==> config.mk <==
export PLATFORM = sky130hd
export DESIGN_NAME = multi_channel_fast_fifo
export DESIGN_NICKNAME = d
export VERILOG_FILES = /design/src/rtl/multi_channel_fast_fifo_pkg.sv /design/src/rtl/multi_channel_fast_fifo_rr_arbiter.sv /design/src/rtl/multi_channel_fast_fifo.sv
export SDC_FILE = /design/constraint.sdc
export NUM_CORES = 2
export LEC_CHECK = 0
export BUFFER_PORTS_ARGS = -buffer_cell sky130_fd_sc_hd__buf_4
export CELL_PAD_IN_SITES_DETAIL_PLACEMENT = 1
export CELL_PAD_IN_SITES_GLOBAL_PLACEMENT = 1
export CORE_UTILIZATION = 40
export CTS_CLUSTER_SIZE = 20
export DETAILED_ROUTE_END_ITERATION = 8
export PLACE_DENSITY = 0.6
export SYNTH_ARGS = -nofsm -noshare
export SYNTH_HDL_FRONTEND = slang
export SYNTH_SLANG_ARGS = --single-unit
==> constraint.sdc <==
create_clock -name clk -period 8.45 [get_ports clk]
set_clock_uncertainty 0.15 [all_clocks]
set_input_delay 0.845 -clock clk [delete_from_list [all_inputs] [get_ports clk]]
set_output_delay 0.845 -clock clk [all_outputs]
set_load 0.03 [all_outputs]
==> src/rtl/multi_channel_fast_fifo_pkg.sv <==
// multi_channel_fast_fifo_pkg: shared sizing helpers for the multi-channel FIFO and its arbiter
package multi_channel_fast_fifo_pkg;

   function automatic int cbWidth(input int n);
      return n > 1 ? $clog2(n) : 1;
   endfunction

   function automatic int almostFullLevel(input int depthLog2, input int margin);
      return (1 << depthLog2) - margin;
   endfunction

endpackage

==> src/rtl/multi_channel_fast_fifo_rr_arbiter.sv <==
// rr_arbiter: rotating-priority grant over N requests; ports clk, rstN, request[N] in, grant[N]/grantIdx/grantValid out
module rr_arbiter
   import multi_channel_fast_fifo_pkg::*;
#(
   parameter  int N  = 4,
   localparam int CB = cbWidth(N)
)(
   input  logic          clk,
   input  logic          rstN,
   input  logic [N-1:0]  request,
   output logic [N-1:0]  grant,
   output logic [CB-1:0] grantIdx,
   output logic          grantValid
);
   logic [CB-1:0] lastIdx;
   always_comb begin
      grantIdx   = '0;
      grantValid = 1'b0;
      for (int k = 0; k < N; k++) begin
         if (!grantValid && request[(int'(lastIdx) + 1 + k) % N]) begin
            grantValid = 1'b1;
            grantIdx   = CB'((int'(lastIdx) + 1 + k) % N);
         end
      end
   end
   assign grant = N'(grantValid) << grantIdx;
   // Reset to the last channel so the first search begins at channel 0
   always_ff @(posedge clk or negedge rstN)
      if (!rstN) lastIdx <= CB'(N - 1);
      else if (grantValid) lastIdx <= grantIdx;
endmodule

==> src/rtl/multi_channel_fast_fifo.sv <==
// multi_channel_fast_fifo: CHANNELS FIFOs in one shared memory; ports clk/rstN, write side (writeEnable, writeChannel, dataIn), per-channel status (usedw, empty, full, almostFull), read side (readRequest in; dataOut, dataOutChannel, dataOutValid out), sticky overflowError
module multi_channel_fast_fifo
   import multi_channel_fast_fifo_pkg::*;
#(
   parameter  int WIDTH              = 20,
   parameter  int DEPTH_LOG2         = 5,
   parameter  int CHANNELS           = 4,
   parameter  int MEM_OUT_STAGES     = 0,
   parameter  int ALMOST_FULL_MARGIN = 4,
   localparam int CB                 = cbWidth(CHANNELS),
   localparam int UW                 = DEPTH_LOG2 + 1
)(
   input  logic                   clk,
   input  logic                   rstN,
   input  logic                   writeEnable,
   input  logic [CB-1:0]          writeChannel,
   input  logic [WIDTH-1:0]       dataIn,
   output logic [CHANNELS*UW-1:0] usedw,
   output logic [CHANNELS-1:0]    empty,
   output logic [CHANNELS-1:0]    full,
   output logic [CHANNELS-1:0]    almostFull,
   input  logic [CHANNELS-1:0]    readRequest,
   output logic [WIDTH-1:0]       dataOut,
   output logic [CB-1:0]          dataOutChannel,
   output logic                   dataOutValid,
   output logic                   overflowError
);
   localparam int DEPTH  = 1 << DEPTH_LOG2;
   localparam int WORDS  = CHANNELS * DEPTH;
   localparam int AW     = $clog2(WORDS);
   localparam int AF     = almostFullLevel(DEPTH_LOG2, ALMOST_FULL_MARGIN);
   localparam int STAGES = 1 + MEM_OUT_STAGES;

   logic [UW-1:0]              wp [CHANNELS];
   logic [UW-1:0]              rp [CHANNELS];
   logic [CHANNELS-1:0]        grant;
   logic [CB-1:0]              grantIdx;
   logic                       grantValid;
   logic [CB-1:0]              wCh;
   logic                       writeAccept;
   logic                       writeDrop;
   logic [AW-1:0]              wAddr;
   logic [AW-1:0]              rAddrNext;
   logic [AW-1:0]              rAddr;
   logic [WIDTH-1:0]           mem [WORDS];
   logic [WIDTH-1:0]           memQ;
   logic [STAGES-1:0]          pipeValid;
   logic [STAGES-1:0][CB-1:0]  pipeCh;

   assign wCh = CHANNELS == 1 ? '0 : writeChannel;

   for (genvar c = 0; c < CHANNELS; c++) begin : gCh
      logic [UW-1:0] used;
      assign used                 = wp[c] - rp[c];
      assign usedw[c*UW +: UW]    = used;
      assign empty[c]             = used == '0;
      assign full[c]              = used == UW'(DEPTH);
      assign almostFull[c]        = int'(used) >= AF;
   end

   rr_arbiter #(.N(CHANNELS)) uArb (
      .clk        (clk),
      .rstN       (rstN),
      .request    (readRequest & ~empty),
      .grant      (grant),
      .grantIdx   (grantIdx),
      .grantValid (grantValid)
   );

   // Channel c owns the address block starting at c*DEPTH
   always_comb begin
      writeAccept = 1'b0;
      writeDrop   = 1'b0;
      wAddr       = '0;
      rAddrNext   = '0;
      for (int c = 0; c < CHANNELS; c++) begin
         if (int'(wCh) == c) begin
            writeAccept = writeEnable && !full[c];
            writeDrop   = writeEnable && full[c];
            wAddr       = AW'(c * DEPTH + int'(wp[c][DEPTH_LOG2-1:0]));
         end
         if (grant[c]) rAddrNext = AW'(c * DEPTH + int'(rp[c][DEPTH_LOG2-1:0]));
      end
   end

   always_ff @(posedge clk or negedge rstN)
      if (!rstN) begin
         for (int c = 0; c < CHANNELS; c++) begin
            wp[c] <= '0;
            rp[c] <= '0;
         end
         overflowError <= 1'b0;
         pipeValid     <= '0;
         pipeCh        <= '0;
      end else begin
         for (int c = 0; c < CHANNELS; c++) begin
            if (writeAccept && int'(wCh) == c) wp[c] <= wp[c] + 1'b1;
            if (grant[c]) rp[c] <= rp[c] + 1'b1;
         end
         if (writeDrop) overflowError <= 1'b1;
         pipeValid <= STAGES'({pipeValid, grantValid});
         pipeCh    <= (STAGES*CB)'({pipeCh, grantIdx});
      end

   // Memory contents and read address carry no reset
   always_ff @(posedge clk) begin
      if (writeAccept) mem[wAddr] <= dataIn;
      if (grantValid) rAddr <= rAddrNext;
   end
   assign memQ = mem[rAddr];

   if (MEM_OUT_STAGES == 0) begin : gNoPipe
      assign dataOut = memQ;
   end else begin : gPipe
      logic [MEM_OUT_STAGES-1:0][WIDTH-1:0] dPipe;
      always_ff @(posedge clk) dPipe <= (MEM_OUT_STAGES*WIDTH)'({dPipe, memQ});
      assign dataOut = dPipe[MEM_OUT_STAGES-1];
   end

   assign dataOutValid   = pipeValid[STAGES-1];
   assign dataOutChannel = pipeCh[STAGES-1];
endmodule

==> summary.txt <==
number of fill cells: 22.47k
vias per cell: 5.762
Hold Violations, Final: 0
Clock transition at path regs: 0.06 ns
mean post-synth cell area: 24.13 sq um
Netlist cell types: 65
hold_buf cts: 2
most used cell, CP: mux4_2
min Tclk post-route: 6.138 ns
Clock Latency Late Sink: 0.93 ns
IO buf count: 88
Nets: 4611
die height: 506.7 microns
Max-Cap Viols: 0
period utilization: 72.64%
Setup violations, final: 0
starting density of the core: 40.39%
number of enable flip-flop cells after synthesis: 2567
htree depth: 5
global-route wire length before repair: 375000 microns
Arrival @ worst endpoint: 5.14 ns
Avg WL per Cell: 32.73 microns
Remaining DRCs: 0
io pins: 89
worst path bufs/invs: 2
Max FO, Critical Path: 41
Least-Margin Pin Slew: 1.330 ns
Critical Path RT: 7.46 ns
RSZ-0062 raised after global routing: false
vias in the first global route: 48.78k
Mapped Nets: 4285
CTS tree: done
TritonCTS Buffers: 291
clock sink count: 2628
WS Path Type: flip-flop to output pin
die area: 256800 sq um
Routed WL: 265500 microns
Max-Slew Margin vs Limit: 11.22%
ys async rst share: 2.055%
critical path cell sequence: buf_4 > mux4_2 > mux4_2 > mux4_2 > mux2_2 > buf_4
CP delay by family, top: multiplexers
Setup Buffers After CTS: 0
Critical Path Max Stage Delay: 1.01 ns
Clock Tree Buf Depth: 4
gpl congestion: 0.7944
initial antenna violation count: 37
Pins Over Slew Limit: 0
fmax: 162.9 MHz
Die Wd: 506.7 microns
Area Overhead vs Synth: 14.51%
Post-Syn Instances: 4224
Antenna Violating Nets Remaining: 0
critical-path cell with the highest stage delay: dfxtp_4
worst vdd ir: 0.5462 mV
post-DP HPWL: 151800 microns
outcome: completed
Mapped Area: 101900 sq um
CTS root buf: clkbuf_16
drt pass-1 iters: 5
Final Util: 46.25%
total global-route track usage: 20.78%
grt total ovfl: 0
Hold Crit Class: input port to flip-flop
routed vias: 46.73k
core area: 252300 sq um
layout cells sized above 1: 34.92%
synthesized flop and latch total: 2628
ys flop type: edfxtp_1
power per cell area: 341.0 nW/um^2
CTS-repair resized insts: 0
CP endpoint kind: output pin
register area share after synthesis: 77.11%
Critical Path Source Type: flip-flop
largest net degree at the start of global routing: 110
DR iter-0 viols: 5130
FP Rows: 184
YS warnings: 0
LEAKAGE: 35.90 nW
setup TNS: 0 ns
==> worst paths after layout <==
| kind | startpoint | end | slack (ns) | depth (start not counted) |
|---|---|---|---|---|
| min | readRequest[2] | rp[6] | 0.24 | 4 |
| min in group asynchronous | rstN | rp[17] | 0.41 | 2 |
| max reg2reg | wp[0] | mem[125][4] | 2.63 | 12 |
| min reg2reg | rAddr[6] | flip-flop | 0.30 | 2 |
| max | flip-flop | dataOut[9] | 2.31 | 6 |
| max in group asynchronous | rstN | rp[21] | 7.20 | 2 |
==> synth_stat cells, types with 3 or more instances <==
library cell	instances	area, sq um
o21ai_0	11	55.05
o22ai_1	3	18.77
mux2_2	25	281.5
a21o_1	5	37.54
fa_1	4	80.08
or3_1	7	43.79
a21oi_1	15	75.07
a211oi_2	3	37.54
o21ai_1	3	15.01
xor2_1	18	157.7
a31o_2	4	35.03
or2_1	4	25.02
buf_1	69	259.0
ha_1	28	350.3
nand2_1	41	153.9
and3_1	5	31.28
dfrtp_1	52	1301
nand2b_1	13	81.33
nor3_1	7	35.03
nor4_1	6	37.54
o21a_1	8	60.06
o41ai_4	3	82.58
o32ai_1	4	35.03
nand3b_1	4	30.03
edfxtp_1	2567	77080
inv_1	40	150.1
and2_1	6	37.54
o32a_1	3	30.03
nand4_1	12	75.07
clkbuf_1	139	521.8
a22oi_1	3	22.52
nor2b_1	5	31.28
mux2i_1	7	70.07
xnor2_1	39	341.6
nand3_1	16	80.08
a211oi_1	3	22.52
dfxtp_1	7	140.1
mux4_2	846	19050
nor2_1	157	589.3
==> cells in the final DEF (no fill, tap or decap), types with 18 or more instances in the layout <==
master | netlist | layout
clkinv_1 | 0 | 61
inv_1 | 40 | 40
mux4_2 | 846 | 846
clkbuf_16 | 0 | 300
nor2_1 | 157 | 29
mux2_2 | 25 | 25
clkbuf_1 | 139 | 58
clkinv_2 | 0 | 43
xor2_1 | 18 | 18
dfrtp_1 | 52 | 52
nor2_2 | 0 | 120
bufinv_16 | 0 | 20
edfxtp_1 | 2567 | 2567
ha_1 | 28 | 28
xnor2_1 | 39 | 39
buf_4 | 1 | 224
nand2_1 | 41 | 41
==> registers in the layout, summed over array words and instances (netlist names), named ones only <==
name,count
mem,2560
rp,24
wp,24
rAddr,7
dataOutChannel,2
uArb.lastIdx,2
dataOutValid,1
overflowError,1
==> worst reg2reg max path, stage by stage (launching register included) <==
cell and delay [ns]:
dfrtp_1 0.43, inv_1 0.12, ha_1 0.17, inv_1 0.06, fa_1 0.40, a21o_1 0.17, a21oi_1 0.25, mux2i_1 0.43
nor2_1 0.12, a211oi_2 0.47, a21o_1 0.45, nand3_2 0.94, nor2_2 1.29
==> where the power goes <==
group	switching, mW	total (mW)	internal (mW)
combinational	7.22	12.6	5.34
clock	4.99	12.1	7.08
sequential	0.489	15.2	14.7
==> per-layer routing <==
layer / share of wire (%) / vias up / wire, microns / GRT usage [%]
met5: 0.028 / - / 75 / 0
met4: 3.0 / 10 / 7989 / 6.507
met3: 7.9 / 384 / 21020 / 5.186
met2: 46 / 1637 / 122700 / 31.47
met1: 43 / 25865 / 113700 / 29.70
li1: - / 18832 / - / -
==> cell type report <==
type                            instances  area, sq um  area share (%)
Antenna cell                            5        12.51         0.01072
Clock buffer                          359         7739           6.632
Clock inverter                        141         1190           1.020
Inverter                               42        157.7          0.1351
Multi-Input combinational cell       1344        22770           19.51
Sequential cell                      2628        78600           67.35
Tap cell                             3348         4189           3.590
Timing Repair Buffer                  243         2042           1.750
==> metrics by stage <==
| stage | power (mW) | area [sq um] | hold slack, ns | std cells | setup WS [ns] |
|---|---|---|---|---|---|
| 2_1_floorplan | 23.07 | 101900 | 0.2665 | 4224 | 3.658 |
| 3_3_place_gp | 28.05 | 107700 | 0.2817 | 7603 | 2.708 |
| 3_5_place_dp | 28.13 | 107700 | 0.2857 | 7603 | 2.659 |
| 4_1_cts | 40.23 | 116700 | 0.1822 | 8105 | 2.155 |
| 5_1_grt | 41.12 | 116700 | 0.2364 | 8106 | 2.091 |
| 6_report | 39.79 | 116700 | 0.2435 | 8110 | 2.312 |
==> kinds of logic after synthesis <==
family | Yosys count | synth area share (%)
flops | 2628 | 77.11
buf+inv | 252 | 0.9331
mux | 879 | 19.06
compound gates | 85 | 0.7023
xor+xnor | 57 | 0.4899
fa+ha+maj | 32 | 0.4224
simple gates | 291 | 1.289
No activity file was read; power rests on OpenSTA's default activity.
